`config.mk`:
```
export PLATFORM = sky130hd
export DESIGN_NAME = fifo_wr_arbiter_flat
export DESIGN_NICKNAME = d
export VERILOG_FILES = /design/src/rtl/fifo_wr_arbiter_if.sv /design/src/rtl/fifo_wr_arbiter.sv /design/src/flat_wrapper.sv
export SDC_FILE = /design/constraint.sdc
export NUM_CORES = 1
export LEC_CHECK = 0
export ABC_AREA = 1
export CORE_MARGIN = 2
export CORE_UTILIZATION = 43
export DETAILED_ROUTE_END_ITERATION = 16
export GPL_ROUTABILITY_DRIVEN = 1
export PLACE_DENSITY = 0.83
export SLEW_MARGIN = 5
export SYNTH_ARGS = -nofsm -noshare
export SYNTH_HDL_FRONTEND = slang
export SYNTH_SLANG_ARGS = --single-unit
```
`constraint.sdc`:
```
create_clock -name clk -period 3.35 [get_ports clk]
set_input_delay 0.335 -clock clk [delete_from_list [all_inputs] [get_ports clk]]
set_output_delay 0.335 -clock clk [all_outputs]
set_load 0.01 [all_outputs]
```
`src/rtl/fifo_wr_arbiter_if.sv`:
```
// Bundle of the arbiter's requester-side and fifo-side signals.
// slave: the arbiter itself. master: the environment driving requests and fifo flags.
interface fifo_wr_arbiter_if #(
    parameter int N = 4,
    parameter int W = 4,
    parameter int B = 8
);
    logic [N-1:0]   req;
    logic [N*B-1:0] req_data;
    logic [N-1:0]   gnt;
    logic           wr;
    logic [B-1:0]   wr_data;
    logic           rd;
    logic           empty;
    logic           full;
    logic [W:0]     level;

    modport slave (
        input  req, req_data, rd, empty, full,
        output gnt, wr, wr_data, level
    );

    modport master (
        output req, req_data, rd, empty, full,
        input  gnt, wr, wr_data, level
    );
endinterface

```
`src/rtl/fifo_wr_arbiter.sv`:
```
// Round-robin arbiter sharing one fifo write port among N requesters, with its own occupancy count.
// Optional macro FIFO_ARB_BURST_EN lets a winner keep priority for up to MAX_BURST consecutive grants.
module fifo_wr_arbiter #(
    parameter int N         = 4,
    parameter int W         = 4,
    parameter int B         = 8,
    parameter int MAX_BURST = 4
) (
    input logic              clk,
    input logic              rst_n,
    fifo_wr_arbiter_if.slave bus
);
    localparam int LW = $clog2(N);
    localparam logic [W:0] DEPTH_V = {1'b1, {W{1'b0}}};

    if (N < 2 || N > 8 || MAX_BURST < 1) begin : g_bad_param
        $error("fifo_wr_arbiter: N must be 2..8 and MAX_BURST >= 1");
    end

    logic [W:0]    level_reg;
    logic          wr_reg;
    logic [B-1:0]  wr_data_reg;
    logic [LW-1:0] last_winner_reg;

    logic          space;
    logic          rd_eff;
    logic [LW-1:0] next_idx;
    logic [LW-1:0] start_idx;
    logic [LW-1:0] cand_idx [N];
    logic [LW-1:0] gnt_idx;
    logic          gnt_any;
    logic [N-1:0]  gnt_vec;

    // Gated by rst_n so the grant drops the moment reset is asserted.
    assign space    = rst_n && (level_reg < DEPTH_V) && !bus.full;
    assign rd_eff   = bus.rd && !bus.empty;
    assign next_idx = (last_winner_reg == LW'(N - 1)) ? '0 : last_winner_reg + LW'(1);

`ifdef FIFO_ARB_BURST_EN
    localparam int BW = $clog2(MAX_BURST + 1);
    logic [BW-1:0] burst_cnt_reg;
    logic          burst_hold;

    // The winner keeps priority while its burst is open and it still requests.
    assign burst_hold = (burst_cnt_reg != '0) && (burst_cnt_reg < BW'(MAX_BURST))
                        && bus.req[last_winner_reg];
    assign start_idx  = burst_hold ? last_winner_reg : next_idx;

    always_ff @(posedge clk or negedge rst_n) begin
        if (!rst_n) begin
            burst_cnt_reg <= '0;
        end else if (gnt_any) begin
            burst_cnt_reg <= (burst_hold && gnt_idx == last_winner_reg)
                             ? burst_cnt_reg + BW'(1) : BW'(1);
        end else begin
            burst_cnt_reg <= '0;
        end
    end
`else
    assign start_idx = next_idx;
`endif

    // Candidate k is the k-th requester searching upward from start_idx, modulo N.
    for (genvar gi = 0; gi < N; gi++) begin : g_cand
        logic [LW:0] sum;
        assign sum          = {1'b0, start_idx} + (LW + 1)'(gi);
        assign cand_idx[gi] = (sum >= (LW + 1)'(N)) ? LW'(sum - (LW + 1)'(N)) : LW'(sum);
    end

    always_comb begin
        gnt_idx = '0;
        gnt_any = 1'b0;
        gnt_vec = '0;
        if (space) begin
            // Walk backwards so the lowest-offset candidate wins.
            for (int k = N - 1; k >= 0; k--) begin
                if (bus.req[cand_idx[k]]) begin
                    gnt_idx = cand_idx[k];
                    gnt_any = 1'b1;
                end
            end
        end
        if (gnt_any) begin
            gnt_vec[gnt_idx] = 1'b1;
        end
    end

    always_ff @(posedge clk or negedge rst_n) begin
        if (!rst_n) begin
            wr_reg          <= 1'b0;
            wr_data_reg     <= '0;
            level_reg       <= '0;
            last_winner_reg <= LW'(N - 1);
        end else begin
            wr_reg <= gnt_any;
            if (gnt_any) begin
                wr_data_reg     <= bus.req_data[gnt_idx*B +: B];
                last_winner_reg <= gnt_idx;
            end
            // The slot is reserved at grant time, one cycle before the fifo sees wr.
            case ({gnt_any, rd_eff})
                2'b10:   level_reg <= level_reg + (W + 1)'(1);
                2'b01:   level_reg <= level_reg - (W + 1)'(1);
                default: level_reg <= level_reg;
            endcase
        end
    end

    assign bus.gnt     = gnt_vec;
    assign bus.wr      = wr_reg;
    assign bus.wr_data = wr_data_reg;
    assign bus.level   = level_reg;
endmodule

```
`src/flat_wrapper.sv`:
```
// flat-port wrapper written by rule: the top's interface ports become plain ports
module fifo_wr_arbiter_flat 
#(
    parameter int N         = 4,
    parameter int W         = 4,
    parameter int B         = 8,
    parameter int MAX_BURST = 4
)
  (clk, rst_n, bus_req, bus_req_data, bus_rd, bus_empty, bus_full, bus_gnt, bus_wr, bus_wr_data, bus_level);
  fifo_wr_arbiter_if #(.N(N), .W(W), .B(B)) bus_i ();
  input logic clk;
  input logic rst_n;
  input wire logic [$bits(bus_i.req)-1:0] bus_req;
  input wire logic [$bits(bus_i.req_data)-1:0] bus_req_data;
  input wire logic [$bits(bus_i.rd)-1:0] bus_rd;
  input wire logic [$bits(bus_i.empty)-1:0] bus_empty;
  input wire logic [$bits(bus_i.full)-1:0] bus_full;
  output wire logic [$bits(bus_i.gnt)-1:0] bus_gnt;
  output wire logic [$bits(bus_i.wr)-1:0] bus_wr;
  output wire logic [$bits(bus_i.wr_data)-1:0] bus_wr_data;
  output wire logic [$bits(bus_i.level)-1:0] bus_level;
  assign bus_i.req = bus_req;
  assign bus_i.req_data = bus_req_data;
  assign bus_i.rd = bus_rd;
  assign bus_i.empty = bus_empty;
  assign bus_i.full = bus_full;
  assign bus_gnt = bus_i.gnt;
  assign bus_wr = bus_i.wr;
  assign bus_wr_data = bus_i.wr_data;
  assign bus_level = bus_i.level;
  fifo_wr_arbiter #(.N(N), .W(W), .B(B), .MAX_BURST(MAX_BURST)) u_core (.clk(clk), .rst_n(rst_n), .bus(bus_i));
endmodule
```
==> impl_metrics.env, run 1 <==
export IMPL_tns_ns=0
export IMPL_start_util=0.4585
export IMPL_hold_slack_ns=0.3877
export IMPL_num_io_pins=59
export IMPL_maxCapViolCount=0
export IMPL_r2r_setup_slack_ns=0.28
export IMPL_critPathLaunchType="flip-flop"
export IMPL_cts_tree="yes"
export IMPL_synth_most_common_cell="nand2_1"
export IMPL_ys_seq_elements=16
export IMPL_reg2reg_depth=17
export IMPL_htreeDepth=1
export IMPL_cp_max_fo=10
export IMPL_cts_root_buf="clkbuf_4"
export IMPL_rsz0062_at_grt="false"
export IMPL_synth_ff_type="dfrtp_1"
export IMPL_powerDensity_mw_per_mm2=832.2
export IMPL_async_reset_ff_frac=1.000
export IMPL_die_x_um=61.52
export IMPL_portBuffers=58
export IMPL_antenna_left=0
export IMPL_max_slew_margin_rel=0.8026
export IMPL_yosysUniqueCellTypes=25
export IMPL_cts_sinks=16
export IMPL_worst_pin_slew_ns=0.2915
export IMPL_wirelength_mm=3.802
export IMPL_antenna_cells=0
export IMPL_die_y_um=61.52
export IMPL_synth_top_area_cell="dfrtp_1"
export IMPL_synth_top_area_frac=0.2463
export IMPL_setup_violations_final=0
export IMPL_wire_per_inst_um=11.25
export IMPL_setup_slack_ns=0.2130
export IMPL_synth_seq_area_share=0.2832
export IMPL_largest_reg_flops=8
export IMPL_grt_total_usage=0.2176
export IMPL_required_ns=3.01
export IMPL_drv_slew=0
export IMPL_clock_fmax_mhz=318.8
export IMPL_crit_type="reg -> out"
export IMPL_antenna_found_initial=0
export IMPL_rows=20
export IMPL_clk_pin_slew_worst_paths_ns=0.10
export IMPL_synthTopCellsByArea="dfrtp_1 25%, nand2_1 23%, inv_1 11%"
export IMPL_grt_overflow=0
export IMPL_first_pass_iters=4
export IMPL_synth_edf_count=0
export IMPL_cts_buffers=3
export IMPL_peakVddDrop_mv=0.3820
export IMPL_via_per_inst=4.731
export IMPL_fin_worst_skew_ns=0.01089
export IMPL_p_leak_nw=1.159
export IMPL_syn_inst=231
export IMPL_status="finished, final reports clean"
export IMPL_drtIter0Drc=71
export IMPL_vias=1599
export IMPL_synth_common_cells="89 x nand2_1, 43 x inv_1, 22 x nand3_1"
export IMPL_avgSynthCellArea_um2=6.159
export IMPL_syn_num_nets=276
export IMPL_clk_latency_ns=0.29
export IMPL_finalHoldViolations=0
export IMPL_place_ws_ns=0.2585
export IMPL_place_gp_congestion=1.003
export IMPL_crit_arrival_ns=2.80
export IMPL_hold_path_class="in -> async"
export IMPL_yosysWarnings=0
export IMPL_synthToLayoutAreaGrowth_pct=48.55
export IMPL_drc_errors=0
export IMPL_postCtsHoldBufs=0
export IMPL_period_share=0.9364
export IMPL_layout_nets=340
export IMPL_timing_final_crit_period_ns=3.137
export IMPL_grt_pass1_wl_mm=6.175
export IMPL_grt_start_max_net_pins=19
export IMPL_synth_area_mm2=0.001423
export IMPL_ctsLongestPathBuffers=2
export IMPL_grt_pass1_vias=1497
export IMPL_die_area_mm2=0.003785
export IMPL_worstReg2RegEnd="u_core.bus.level[4]"
export IMPL_crit_path_end_kind="output port"
export IMPL_worst_r2r_startpoint="u_core.last_winner_reg[0]"
export IMPL_dpl_hpwl_mm=2.964
export IMPL_layout_drive_gt1_share=0.09524
export IMPL_fp_coreArea_mm2=0.003103
[stage by stage]
stage	power, mW	util	instances	cell area (µm²)
finish	1.759	0.6810	338	2113
global route	1.915	0.6810	338	2113
CTS	1.698	0.6738	336	2091
detailed placement	1.559	0.6621	332	2054
global placement	1.530	0.6621	332	2054
floorplan	1.174	-	231	1423
[worst max path at each step]
stage,startpoint,end,slack [ns],cells after the start
after global placement,u_core.last_winner_reg[0],u_core.bus.level[4],0.40,16
after global routing,u_core.last_winner_reg[0],u_core.bus.level[4],0.01,16
after floorplan,u_core.last_winner_reg[0],u_core.bus.level[4],0.38,17
after detailed placement,u_core.last_winner_reg[0],u_core.bus.level[4],0.26,16
after CTS,u_core.last_winner_reg[0],bus_gnt[0],0.06,13
final,u_core.last_winner_reg[0],bus_gnt[1],0.21,14
[report_power, final]
group          total, mW  internal (mW)  switching [mW]
logic               1.27          0.529           0.737
clock network      0.128         0.0663          0.0615
registers          0.365          0.292          0.0730
[routing by layer]
metal / vias to the layer above / track usage / routed length (µm)
li1: 838 / - / -
met1: 698 / 0.2850 / 1693
met2: 59 / 0.3624 / 1836
met3: 4 / 0.04622 / 229
met4: 0 / 0.06079 / 42
met5: - / 0 / 0
[area by class of cell]
class	instances	area, µm²
fillers	297	989.7
multi-input cells	163	810.8
repair buffers	65	635.6
flip-flops and latches	16	402.9
inverters	46	172.7
well taps	44	55.05
clock buffers	4	36.28
[kinds of logic (layout without fill, tap and decap cells)]
kind of cell | Yosys count | after routing | share of synthesized area
XOR/XNOR | 5 | 5 | 0.03079
AND/OR/NAND/NOR | 144 | 144 | 0.4530
flip-flops | 16 | 16 | 0.2832
buffers and inverters | 52 | 115 | 0.1504
adder cells (fa/ha/maj) | 4 | 4 | 0.03518
AO/OA/AOI/OAI | 10 | 10 | 0.04749
[what timing repair did]
item | CTS | global route
endpoints found under the setup margin | 0 | 3
gates resized for setup | 0 | 3
buffers inserted | 0 | 2
[critical path, stage by stage (launching register included)]
cell             delay (ns)
dfstp_2                0.59
ha_1                   0.29
inv_1                  0.15
nand2_1                0.07
nand2_1                0.13
nand2_2                0.07
nand2_2                0.07
inv_2                  0.05
nand2_1                0.06
nand2_1                0.04
nand2_1                0.08
nand2_1                0.11
nor2_4                 0.25
nor2_1                 0.07
clkdlybuf4s50_1        0.48
[cell usage in the layout (no fill, tap or decap), types with 2 or more instances in the layout]
| master | instances |
|---|---|
| clkdlybuf4s50_1 | 57 |
| nand2_1 | 89 |
| dfrtp_1 | 14 |
| nand2_2 | 7 |
| clkbuf_4 | 3 |
| o211ai_1 | 4 |
| xnor2_1 | 2 |
| buf_4 | 7 |
| dfstp_2 | 2 |
| ha_1 | 4 |
| nand3_1 | 21 |
| inv_1 | 43 |
| nand3_2 | 2 |
| nand4_1 | 11 |
| xor2_1 | 3 |
| nor2_1 | 10 |
| inv_2 | 3 |
| o21ai_0 | 3 |
Power figures use the tool's default switching activity.
==> run 2, diff against run 1 <==
Settings changed: CORE_MARGIN 2 to default, RECOVER_POWER from default to 25, SKIP_LAST_GASP from default to 1.
==> impl_metrics.env, run 2 (same netlist as run 1, synthesis figures left out) <==
export IMPL_status="finished, final reports clean"
export IMPL_fillers=305
export IMPL_netSwitchingPower_mw=0.8595
export IMPL_critPathLaunchType="flip-flop"
export IMPL_seqPwrFrac=0.212
export IMPL_die_y_um=59.52
export IMPL_num_io_pins=59
export IMPL_antenna_found_initial=0
export IMPL_wire_per_inst_um=11.04
export IMPL_htreeDepth=1
export IMPL_timing_final_crit_period_ns=3.120
export IMPL_cts_tree="yes"
export IMPL_grt_overflow=0
export IMPL_clk_latency_ns=0.29
export IMPL_peakVddDrop_mv=0.4512
export IMPL_crit_path_end_kind="output port"
export IMPL_maxCapViolCount=0
export IMPL_synthToLayoutAreaGrowth_pct=48.81
export IMPL_drc_errors=0
export IMPL_vias=1612
export IMPL_layout_drive_gt1_share=0.09492
export IMPL_largest_reg_flops=8
export IMPL_finalHoldViolations=0
export IMPL_first_pass_iters=4
export IMPL_p_sw_frac=0.4959
export IMPL_crit_type="reg -> out"
export IMPL_total_power_mw=1.733
export IMPL_worst_pin_slew_ns=0.8297
export IMPL_grt_total_usage=0.2246
export IMPL_pwr_share_clk=0.074
export IMPL_internal_power_mw=0.8737
export IMPL_comb_power_share=0.714
export IMPL_ctsLongestPathBuffers=2
export IMPL_max_slew_margin_rel=0.4469
export IMPL_crit_arrival_ns=2.78
export IMPL_fin_worst_skew_ns=0.004294
export IMPL_cts_buffers=3
export IMPL_die_area_mm2=0.003543
export IMPL_clock_fmax_mhz=320.5
export IMPL_start_util=0.4585
export IMPL_period_share=0.9313
export IMPL_wirelength_mm=3.744
export IMPL_fp_coreArea_mm2=0.003103
export IMPL_dpl_hpwl_mm=2.908
export IMPL_seq_area_um2=402.9
export IMPL_portBuffers=58
export IMPL_rsz0062_at_grt="false"
export IMPL_grt_start_max_net_pins=17
export IMPL_cts_root_buf="clkbuf_4"
export IMPL_clk_pin_slew_worst_paths_ns=0.09
export IMPL_drtIter0Drc=66
export IMPL_final_cell_mix="89 x nand2_1, 55 x clkdlybuf4s50_1, 43 x inv_1, 22 x nand3_1, 14 x dfrtp_1"
export IMPL_p_leak_nw=1.176
export IMPL_via_per_inst=4.755
export IMPL_antenna_left=0
export IMPL_rows=20
export IMPL_grt_pass1_wl_mm=6.106
export IMPL_cp_max_fo=10
export IMPL_powerDensity_mw_per_mm2=818.7
export IMPL_drv_slew=0
export IMPL_setup_violations_final=0
export IMPL_die_x_um=59.52
export IMPL_postCtsHoldBufs=0
export IMPL_grt_pass1_vias=1498
export IMPL_place_gp_congestion=0.9435
export IMPL_tns_ns=0
export IMPL_required_ns=3.01
export IMPL_layout_nets=341
export IMPL_hold_path_class="reg -> reg"
export IMPL_final_common_cell="nand2_1"
export IMPL_multi_input_area_um2=808.3
export IMPL_cts_sinks=16
export IMPL_antenna_cells=0
run 2: cell types whose count changed in the layout (fill, tap and decap cells not counted), sizes merged:
cell | before | now
clkbuf | 4 | 5
clkdlybuf4s50 | 57 | 55
dlygate4sd3 | 0 | 1
dlymetal6s2s | 1 | 2
run 2: power groups by stage:
stage / logic (mW) / clock network [mW] / registers (mW)
2_1_floorplan: 0.780 / 0 / 0.393
3_3_place_gp: 1.16 / 0 / 0.366
3_5_place_dp: 1.18 / 0 / 0.367
4_1_cts: 1.19 / 0.131 / 0.367
5_1_grt: 1.37 / 0.137 / 0.377
6_report: 1.24 / 0.128 / 0.368
run 2: worst paths after layout:
| path | slack [ns] | cells past startpoint | end | from |
|---|---|---|---|---|
| max reg2reg | 0.37 | 17 | u_core.bus.level[4] | u_core.last_winner_reg[0] |
| min reg2reg | 0.49 | 2 | u_core.last_winner_reg[1] | u_core.last_winner_reg[1] |
| min in group asynchronous | 0.68 | 2 | u_core.bus.wr_data[2] | rst_n |
| max | 0.23 | 14 | bus_gnt[1] | u_core.last_winner_reg[0] |
| max in group asynchronous | 2.16 | 2 | u_core.bus.wr_data[1] | rst_n |
| min | 0.49 | 2 | u_core.last_winner_reg[1] | u_core.last_winner_reg[1] |
run 2: critical path, cell delays in order, from the launching register on:
cell             delay, ns
dfstp_2               0.59
ha_1                  0.29
inv_1                 0.15
nand2_1               0.08
nand2_2               0.08
nand2_2               0.07
nand2_2               0.08
inv_2                 0.05
nand2_1               0.05
nand2_1               0.05
nand2_1               0.07
nand2_1               0.11
nor2_4                0.25
nor2_1                0.08
clkdlybuf4s50_1       0.48
run 2: metrics by stage:
| stage | util | setup WS [ns] | hold slack (ns) | instance area, µm² | cells |
|---|---|---|---|---|---|
| finish | 0.6823 | 0.2301 | 0.4946 | 2117 | 339 |
| global route | 0.6823 | 0.0008784 | 0.5162 | 2117 | 339 |
| CTS | 0.6738 | 0.02054 | 0.3861 | 2091 | 336 |
| detailed placement | 0.6621 | 0.3253 | 0.4691 | 2054 | 332 |
| global placement | 0.6621 | 0.4042 | 0.4642 | 2054 | 332 |
| floorplan | - | 0.3805 | 0.03941 | 1423 | 231 |
run 2: layout make-up:
class / instances / share of cell area
multi-input cells: 163 / 0.3818
flip-flops and latches: 16 / 0.1903
clock buffers: 4 / 0.01714
inverters: 46 / 0.08156
well taps: 44 / 0.02600
repair buffers: 66 / 0.3032
run 2: routing by layer:
metal,global-route usage,up-vias,share of wire,routed length (µm)
li1,-,844,-,-
met4,0.05980,0,0.018,69
met5,0,-,0,0
met2,0.3884,58,0.47,1772
met3,0.03712,11,0.055,207
met1,0.2890,699,0.45,1695
run 2: timing repair:
| item | CTS | global route |
|---|---|---|
| setup buffers | 0 | 3 |
| resized for setup | 0 | 4 |
| endpoints found under the hold margin | 0 | 0 |
| setup endpoints to repair | 0 | 5 |
